**src/rtl/r2w1_pkg.sv**
```systemverilog
// Shared widths, limits and load-FIFO entry layout
// for the register-file write scheduler.
package r2w1_pkg;

  localparam int DATA_WIDTH_D      = 8;
  localparam int ADDR_WIDTH_D      = 12;
  localparam int FIFO_DEPTH_BITS_D = 2;
  localparam int STARVE_LIMIT_D    = 8;

  typedef struct packed {
    logic [ADDR_WIDTH_D-1:0] addr;
    logic [DATA_WIDTH_D-1:0] data;
  } wb_entry_t;

  localparam int ENTRY_W_D = $bits(wb_entry_t);

  function automatic int entry_w(input int aw,
                                 input int dw);
    return aw + dw;
  endfunction

endpackage

```
**src/rtl/r2w1_write_scheduler_wb_fifo.sv**
```systemverilog
// Load-return FIFO: entries are {addr, data}; per-entry
// valid and address are exported for the pending compare.
module wb_fifo
  import r2w1_pkg::*;
#(
  parameter int AW = ADDR_WIDTH_D,
  parameter int DW = DATA_WIDTH_D,
  parameter int DB = FIFO_DEPTH_BITS_D,
  localparam int EW = entry_w(AW, DW),
  localparam int D  = 1 << DB
) (
  input  logic                 clk,
  input  logic                 reset_n,
  input  logic                 i_push,
  input  logic [EW-1:0]        i_wdata,
  input  logic                 i_pop,
  output logic [EW-1:0]        o_rdata,
  output logic                 o_full,
  output logic                 o_empty,
  output logic [D-1:0]         o_vld,
  output logic [D-1:0][AW-1:0] o_addr
);

  logic [EW-1:0] r_mem [D];
  logic [DB-1:0] r_wr;
  logic [DB-1:0] r_rd;
  logic [DB:0]   r_cnt;

  assign o_full  = (r_cnt == (DB+1)'(D));
  assign o_empty = (r_cnt == '0);
  assign o_rdata = r_mem[r_rd];

  always_ff @(posedge clk or negedge reset_n) begin
    if (!reset_n) begin
      r_wr  <= '0;
      r_rd  <= '0;
      r_cnt <= '0;
    end else begin
      if (i_push) r_wr <= r_wr + 1'b1;
      if (i_pop)  r_rd <= r_rd + 1'b1;
      unique case ({i_push, i_pop})
        2'b10:   r_cnt <= r_cnt + 1'b1;
        2'b01:   r_cnt <= r_cnt - 1'b1;
        default: r_cnt <= r_cnt;
      endcase
    end
  end

  always_ff @(posedge clk) begin
    if (i_push) r_mem[r_wr] <= i_wdata;
  end

  // An entry is live when its distance from the head is below the count.
  for (genvar g = 0; g < D; g++) begin : g_ent
    logic [DB-1:0] w_off;
    assign w_off       = DB'(g) - r_rd;
    assign o_vld[g]    = ({1'b0, w_off} < r_cnt);
    assign o_addr[g]   = r_mem[g][EW-1 -: AW];
  end

endmodule

```
**src/rtl/r2w1_write_scheduler.sv**
```systemverilog
// Single write port owner for the 2R/1W register file:
// ALU/load arbitration, starvation stall, forwarding, pending.
module r2w1_write_scheduler
  import r2w1_pkg::*;
#(
  parameter int DATA_WIDTH      = DATA_WIDTH_D,
  parameter int ADDR_WIDTH      = ADDR_WIDTH_D,
  parameter int FIFO_DEPTH_BITS = FIFO_DEPTH_BITS_D,
  parameter int STARVE_LIMIT    = STARVE_LIMIT_D
) (
  input  logic                  clk,
  input  logic                  reset_n,
  input  logic                  alu_valid,
  input  logic [ADDR_WIDTH-1:0] alu_addr,
  input  logic [DATA_WIDTH-1:0] alu_data,
  output logic                  alu_stall,
  input  logic                  mem_valid,
  output logic                  mem_ready,
  input  logic [ADDR_WIDTH-1:0] mem_addr,
  input  logic [DATA_WIDTH-1:0] mem_data,
  output logic                  we,
  output logic [ADDR_WIDTH-1:0] addr_w,
  output logic [DATA_WIDTH-1:0] data_in,
  input  logic [ADDR_WIDTH-1:0] addr_r_a,
  input  logic [ADDR_WIDTH-1:0] addr_r_b,
  output logic                  fwd_a_hit,
  output logic [DATA_WIDTH-1:0] fwd_a_data,
  output logic                  fwd_b_hit,
  output logic [DATA_WIDTH-1:0] fwd_b_data,
  output logic                  pend_a,
  output logic                  pend_b
);

  localparam int EW  = entry_w(ADDR_WIDTH, DATA_WIDTH);
  localparam int D   = 1 << FIFO_DEPTH_BITS;
  localparam int WCW = $clog2(STARVE_LIMIT + 1);
  localparam logic [WCW-1:0] LIM = WCW'(STARVE_LIMIT - 1);

  logic                         w_full;
  logic                         w_empty;
  logic                         w_push;
  logic                         w_pop;
  logic                         w_alu_go;
  logic [EW-1:0]                w_head;
  logic [D-1:0]                 w_vld;
  logic [D-1:0][ADDR_WIDTH-1:0] w_addrs;
  logic [WCW-1:0]               r_wait;
  logic [WCW-1:0]               w_wait_nxt;

  assign mem_ready = !w_full;
  assign w_push    = mem_valid && !w_full;
  assign w_alu_go  = alu_valid && !alu_stall;
  assign w_pop     = !w_alu_go && !w_empty;

  wb_fifo #(
    .AW (ADDR_WIDTH),
    .DW (DATA_WIDTH),
    .DB (FIFO_DEPTH_BITS)
  ) u_fifo (
    .clk     (clk),
    .reset_n (reset_n),
    .i_push  (w_push),
    .i_wdata ({mem_addr, mem_data}),
    .i_pop   (w_pop),
    .o_rdata (w_head),
    .o_full  (w_full),
    .o_empty (w_empty),
    .o_vld   (w_vld),
    .o_addr  (w_addrs)
  );

  // Saturating count of cycles the head was passed over.
  always_comb begin
    w_wait_nxt = r_wait;
    if (w_empty || w_pop)  w_wait_nxt = '0;
    else if (r_wait != LIM) w_wait_nxt = r_wait + 1'b1;
  end

  always_ff @(posedge clk or negedge reset_n) begin
    if (!reset_n) begin
      r_wait    <= '0;
      alu_stall <= 1'b0;
    end else begin
      r_wait    <= w_wait_nxt;
      alu_stall <= (w_wait_nxt == LIM);
    end
  end

  always_ff @(posedge clk or negedge reset_n) begin
    if (!reset_n) begin
      we      <= 1'b0;
      addr_w  <= '0;
      data_in <= '0;
    end else if (w_alu_go) begin
      we      <= 1'b1;
      addr_w  <= alu_addr;
      data_in <= alu_data;
    end else if (w_pop) begin
      we      <= 1'b1;
      addr_w  <= w_head[EW-1 -: ADDR_WIDTH];
      data_in <= w_head[DATA_WIDTH-1:0];
    end else begin
      we      <= 1'b0;
    end
  end

  // RAM reads return pre-write data; flag it one cycle later.
  always_ff @(posedge clk or negedge reset_n) begin
    if (!reset_n) begin
      fwd_a_hit  <= 1'b0;
      fwd_a_data <= '0;
      fwd_b_hit  <= 1'b0;
      fwd_b_data <= '0;
    end else begin
      fwd_a_hit  <= we && (addr_w == addr_r_a);
      fwd_a_data <= data_in;
      fwd_b_hit  <= we && (addr_w == addr_r_b);
      fwd_b_data <= data_in;
    end
  end

  always_comb begin
    pend_a = 1'b0;
    pend_b = 1'b0;
    for (int i = 0; i < D; i++) begin
      if (w_vld[i] && (w_addrs[i] == addr_r_a)) pend_a = 1'b1;
      if (w_vld[i] && (w_addrs[i] == addr_r_b)) pend_b = 1'b1;
    end
  end

endmodule

```
**config.mk**
```make
export PLATFORM = sky130hd
export DESIGN_NAME = r2w1_write_scheduler
export DESIGN_NICKNAME = d
export VERILOG_FILES = /design/src/rtl/r2w1_pkg.sv /design/src/rtl/r2w1_write_scheduler_wb_fifo.sv /design/src/rtl/r2w1_write_scheduler.sv
export SDC_FILE = /design/constraint.sdc
export NUM_CORES = 1
export LEC_CHECK = 0
export BUFFER_PORTS_ARGS = -buffer_cell sky130_fd_sc_hd__buf_2
export CORE_ASPECT_RATIO = 1.2
export CORE_MARGIN = 2
export CORE_UTILIZATION = 50
export DETAILED_ROUTE_END_ITERATION = 10
export PLACE_DENSITY_LB_ADDON = 0.12
export SYNTH_ARGS = -nofsm -noshare
export SYNTH_HDL_FRONTEND = slang
export SYNTH_SLANG_ARGS = --single-unit
```
**constraint.sdc**
```tcl
create_clock -name clk -period 3.8 [get_ports clk]
set_input_delay 0.57 -clock clk [delete_from_list [all_inputs] [get_ports clk]]
set_output_delay 0.57 -clock clk [all_outputs]
set_load 0.05 [all_outputs]
```
==> flow_summary_export.csv, run 1 <==
group,metric,value,unit
pwr,power.density,794.7,nW/um2
worst_setup_path,worstSetupPathType,"flop to output port",
floorplan,die_x,106.8,um
clocking,clk_latency,410,ps
timing,clock_skew,8.963,ps
placed_design,place_congestion,0.8980,
worst_setup_path,start_kind,"flop",
worst_setup_path,crit_required,3230,ps
finish,layout_common_cells,"buf_2 (110), xor2_1 (107), edfxtp_1 (80), dfrtp_1 (43), nor4_1 (26)",
clocking,post_cts_buffers,0,
worst_setup_path,crit_path_max_incr_delay,700,ps
timing,fin_hold_ws,327.8,ps
timing,relSlewSlack,27.86,%
worst_setup_path,critPathArrivalTime,2560,ps
clocking,cts_tree,"built",
placed_design,port_buffers,110,
worst_setup_path,ff2ff_setup_slack,1510,ps
floorplan,start_util,50.72,%
worst_hold_path,hold_class,"input pin to asynchronous set/reset pin",
global_route,grt_pass1_wl,23990,um
yosys,synth.distinct_cells,34,
timing,drv_slew,0,
finish,drive_gt1_share,29.31,%
yosys,synth_edf_count,80,
timing,setup_tns,0,ps
yosys,netlist_area,6340,um2
yosys,syn_inst,475,
timing,fin_crit_sh,82.41,%
yosys,synth_nets,554,
global_route,first_global_vias,4199,
yosys,async_reset_ff_share,34.96,%
job,drv_cap,0,
clocking,postCtsHoldBufs,0,
clocking,ctsRootBufferMaster,"clkbuf_16",
finish,final_common_cell,"buf_2",
pwr,p_total,5.972,mW
finish,instances_no_fill,744,
timing,tightest_slew,1082,ps
placed_design,place_hpwl,11740,um
global_route,antenna_found_initial,0,
finish,fin_area,7515,um2
global_route,grt_max_degree,44,
worst_setup_path,cp_max_fo,10,
route,routed-via-count,4150,
yosys,yosysWarningCount,0,
route,drc,0,
yosys,synth_area_leader_cell,"edfxtp_1",
worst_setup_path,regToRegEndpoint,"u_fifo.r_cnt[2]",
finish,diodes,0,
clocking,clock-sinks,123,
floorplan,core_area,12500,um2
timing,hold_violations,0,
outcome,outcome,"complete, no violations",
clocking,ctsLongestPathBuffers,2,
route,wl_per_cell,21.31,um
global_route,grt_use_total,24.40,%
clocking,htreeDepth,4,
floorplan,die_area,13600,um2
global_route,grt-ovfl-total,0,
route,postRouteWirelength,15850,um
yosys,synthFlopType,"edfxtp_1",
clocking,cts-resized-gates,0,
finish,syn2layout_area_growth,18.53,%
timing,fmax,319.3,MHz
route,drtIter0Drc,272,
route,ant_nets,0,
timing,final-setup-viol-count,0,
route,drtPass1Iterations,5,
timing,rsz0062_at_grt,"no",
placed_design,placed_area,6912,um2
worst_setup_path,critPathSlowestCell,"dfrtp_1",
timing,min_period,3131,ps
floorplan,row_count,45,
route,via_per_inst,5.578,
finish,fin_nets,646,
yosys,avgSynthCellArea,13.35,um2
worst_setup_path,cp_common_cell,"nand4_1",
yosys,synth_seq_area_share,54.86,%
yosys,ys_seq_elements,123,
pwr,ir_worst_vdd,613.3,uV
clocking,numCtsBuffers,17,
yosys,synthTopCellsByArea,"edfxtp_1 (38%), dfrtp_1 (17%), xor2_1 (15%), mux4_2 (6.7%), mux2i_1 (3.5%)",
yosys,yosys.area.top_type_share,37.89,%
pwr,leakage,3.051,nW
worst_setup_path,rr_startpoint,"u_fifo.r_cnt[1]",
floorplan,die_h,127.4,um
worst_setup_path,end_kind,"output port",
floorplan,io_pins,111,
placed_design,dp.cells,712,
worst_setup_path,path_cells,"xor2_1 -> ha_1 -> a31oi_1 -> nand4_1 -> nand4_1 -> buf_2",
worst_setup_path,r2r.worst_path.cells,10,
clocking,path_clk_slew,60,ps
==> cells in the mapped netlist (6+ instances only) <==
master,instances
buf_4,8
ha_1,10
nand3_1,7
nor3_1,6
edfxtp_1,80
inv_1,9
mux4_2,19
o21ai_0,6
nor4_1,26
mux2i_1,22
dfrtp_1,43
nand4_1,12
xnor2_1,21
clkbuf_1,27
nand2_1,23
o21ai_1,18
xor2_1,107
==> critical path, delay by kind of cell (launching register included) <==
family | cells | cell delay [ps]
fa+ha+maj | 1 | 280
compound gates | 1 | 340
simple gates | 2 | 300
flops | 1 | 700
xor+xnor | 1 | 260
buf+inv | 1 | 280
==> layer usage <==
layer	up-vias	wire length (um)	GRT usage (%)
li1	1879	-	-
met1	2082	6939	34.02
met2	171	7669	39.08
met3	18	1008	4.694
met4	0	234	7.563
met5	-	0	0
==> metrics by stage <==
step,utilization [%],setup WS [ps]
final,60.12,668.6
after global routing,60.12,516.1
after CTS,60.12,676.1
after detailed placement,55.30,1166
after global placement,55.30,1176
after floorplan,-,1287
==> power breakdown <==
part	leakage, nW	internal, mW	total, mW	switching [mW]
sequential	1.26	1.79	2.12	0.329
combinational	1.50	0.798	2.23	1.43
clock	0.299	0.996	1.62	0.628
==> final cells by class <==
| class | count | area (um2) |
|---|---|---|
| tap | 164 | 205.2 |
| clock buffer | 20 | 479.2 |
| inverter | 9 | 33.78 |
| clock inverter | 12 | 123.9 |
| multi-input combinational | 300 | 2599 |
| fill | 1039 | 4985 |
| sequential | 123 | 3478 |
| timing repair buffer | 116 | 595.6 |
==> how the worst max path moves through the flow <==
stage	depth (start not counted)	from	endpoint
2_1_floorplan	10	u_fifo.r_cnt[1]	u_fifo.r_cnt[2]
3_3_place_gp	6	u_fifo.r_rd[0]	pend_b
3_5_place_dp	6	u_fifo.r_rd[0]	pend_b
4_1_cts	6	u_fifo.r_rd[0]	pend_b
5_1_grt	8	u_fifo.r_rd[0]	pend_a
6_report	6	u_fifo.r_rd[0]	pend_a
==> kinds of logic after synthesis <==
kind of cell,synth area share [%]
DFF,54.86
xor gates and xnor gates,17.68
buffers and inverters,4.184
adders and majority gates,2.289
muxes,10.82
and+or+nand+nor,7.875
AOI/OAI and AO/OA,2.289
==> sequential cells by signal, indices dropped and copies added (netlist names) <==
name and cells:
u_fifo.r_rd 2, u_fifo.r_mem 80, fwd_b_hit 1, u_fifo.r_wr 2
data_in 8, u_fifo.r_cnt 3, fwd_a_hit 1, r_wait 4
we 1, addr_w 12, fwd_b_data 8, alu_stall 1
(Power assumes the default switching activity.)
==> run 2, diff against run 1 <==
Clock period 3.8 ns to 3 ns, I/O delays scaled along.
==> flow_summary_export.csv, run 2 (same netlist as run 1, synthesis figures left out) <==
group,metric,value,unit
worst_setup_path,cp_num_cells,7,
finish,fin_util,60.04,%
floorplan,io_pins,111,
clocking,numCtsBuffers,17,
finish,syn2layout_area_growth,18.37,%
timing,fin_crit_sh,91.48,%
floorplan,start_util,50.72,%
worst_setup_path,worstSetupPathType,"flop to output port",
timing,final-setup-viol-count,0,
worst_setup_path,crit_path_start,"u_fifo.r_rd[1]",
finish,reg_top3,"u_fifo.r_mem (80), addr_w (12)",
pwr,switchingPower,2.961,mW
finish,top_register,"u_fifo.r_mem",
timing,relSlewSlack,32.51,%
pwr,power_frac_clock,26.0,%
worst_setup_path,ff2ff_setup_slack,760,ps
timing,min_period,2744,ps
route,postRouteWirelength,15520,um
clocking,path_clk_slew,60,ps
clocking,ctsLongestPathBuffers,2,
worst_setup_path,critPathArrivalTime,2290,ps
job,drv_cap,0,
finish,final_common_cell,"buf_2",
finish,drive_gt1_share,29.73,%
timing,rsz0062_at_grt,"no",
worst_setup_path,cp_common_cell,"nand4_1",
clocking,clk_latency,420,ps
clocking,htreeDepth,4,
timing,setup_tns,0,ps
floorplan,core_area,12500,um2
worst_setup_path,path_cells,"xor2_1 -> inv_1 -> ha_1 -> a31oi_1 -> nand4_1 -> nand4_1 -> buf_2",
clocking,ctsRootBufferMaster,"clkbuf_16",
worst_setup_path,crit_required,2550,ps
worst_setup_path,endpoint,"pend_b",
finish,fin_area,7505,um2
worst_setup_path,regToRegEndpoint,"u_fifo.r_cnt[2]",
clocking,clock-sinks,123,
finish,layout_common_cells,"buf_2 (110), xor2_1 (107), edfxtp_1 (80), dfrtp_1 (42), nor4_1 (26)",
route,ant_nets,0,
route,via_per_inst,5.418,
pwr,ir_worst_vdd,636.1,uV
clocking,post_cts_buffers,0,
worst_setup_path,crit_path_max_incr_delay,520,ps
timing,tightest_slew,1012,ps
placed_design,place_congestion,0.9074,
worst_setup_path,end_kind,"output port",
route,drtPass1Iterations,4,
finish,fillers,1028,
pwr,leakage,3.046,nW
worst_setup_path,cpLargestDelayFamily,"flip-flops",
floorplan,die_area,13600,um2
worst_hold_path,hold_class,"input pin to asynchronous set/reset pin",
clocking,cts_tree,"built",
outcome,outcome,"complete, no violations",
global_route,grt_use_total,24.30,%
worst_setup_path,critPathSlowestCell,"dfrtp_2",
pwr,share_comb_of_total_power,38.3,%
pwr,power.density,990.7,nW/um2
finish,fin_nets,648,
pwr,switching_share,39.82,%
placed_design,placed_area,6927,um2
timing,hold_violations,0,
global_route,antenna_found_initial,0,
finish,seq_area,3480,um2
pwr,seqPwrFrac,35.7,%
placed_design,place_hpwl,11600,um
timing,fmax,364.4,MHz
worst_setup_path,r2r.worst_path.cells,10,
finish,diodes,0,
floorplan,row_count,45,
floorplan,die_h,127.4,um
route,wl_per_cell,20.80,um
global_route,grt_pass1_wl,23880,um
finish,multi_input_comb_area,2599,um2
global_route,grt-ovfl-total,0,
finish,largest_reg_flops,80,
placed_design,port_buffers,110,
timing,drv_slew,0,
timing,clock_skew,15.90,ps
worst_setup_path,cp_max_fo,10,
worst_setup_path,crit_buf_inv,2,
route,drtIter0Drc,294,
worst_setup_path,rr_startpoint,"u_fifo.r_cnt[1]",
route,routed-via-count,4042,
pwr,p_int,4.474,mW
global_route,first_global_vias,4198,
route,drc,0,
floorplan,die_x,106.8,um
global_route,grt_max_degree,44,
worst_setup_path,start_kind,"flop",
run 2: cell types whose count changed in the layout (fill, tap and decap cells not counted), sizes merged:
cell,before,now
inv,16,12
clkinv,4,7
clkinvlp,0,1
buf,116,118
clkbuf,20,21
bufinv,1,0
run 2: layout make-up:
cell class                      instances  area share (%)
Sequential cell                       123           46.37
Multi-Input combinational cell        300           34.63
Timing Repair Buffer                  118           8.136
Clock buffer                           21           6.569
Tap cell                              164           2.734
Clock inverter                         11           1.117
Inverter                                9          0.4501
run 2: routing by layer:
layer	routed length, um	up-vias	track usage, %
li1	-	1886	-
met1	7111	1994	34.58
met2	7289	146	37.09
met3	885	16	4.643
met4	233	0	9.626
met5	0	-	0
run 2: per-stage QoR:
stage / power [mW] / std cells / hold WS [ps] / setup WS (ps)
6_report: 7.435 / 746 / 209.2 / 255.5
5_1_grt: 7.849 / 746 / 228.6 / 61.92
4_1_cts: 7.501 / 746 / 224.2 / 112.3
3_5_place_dp: 5.547 / 714 / 390.3 / 573.6
3_3_place_gp: 5.503 / 714 / 380.1 / 635.2
2_1_floorplan: 4.826 / 475 / 154.4 / 486.7
run 2: worst min-delay path by stage:
stage	startpoint	to	slack (ps)	cells after the start
CTS	alu_data[0]	data_in[0]	220	3
global placement	data_in[0]	fwd_b_data[0]	380	0
detailed placement	data_in[3]	fwd_b_data[3]	390	0
floorplan	reset_n	addr_w[0]	150	0
global route	alu_data[0]	data_in[0]	230	3
finish	reset_n	u_fifo.r_cnt[1]	210	1
run 2: timing repair:
action / 4_1_cts / 5_1_grt
hold buffers: 0 / 0
resized for setup: 0 / 1
setup endpoints to repair: 0 / 2
run 2: power groups by stage:
stage,Combinational (mW),Clock [mW],Sequential (mW)
after detailed placement,2.86,0,2.68
after CTS,2.88,1.97,2.65
after floorplan,1.73,0,3.10
after global placement,2.84,0,2.66
final,2.84,1.94,2.65
after global routing,3.08,2.06,2.71
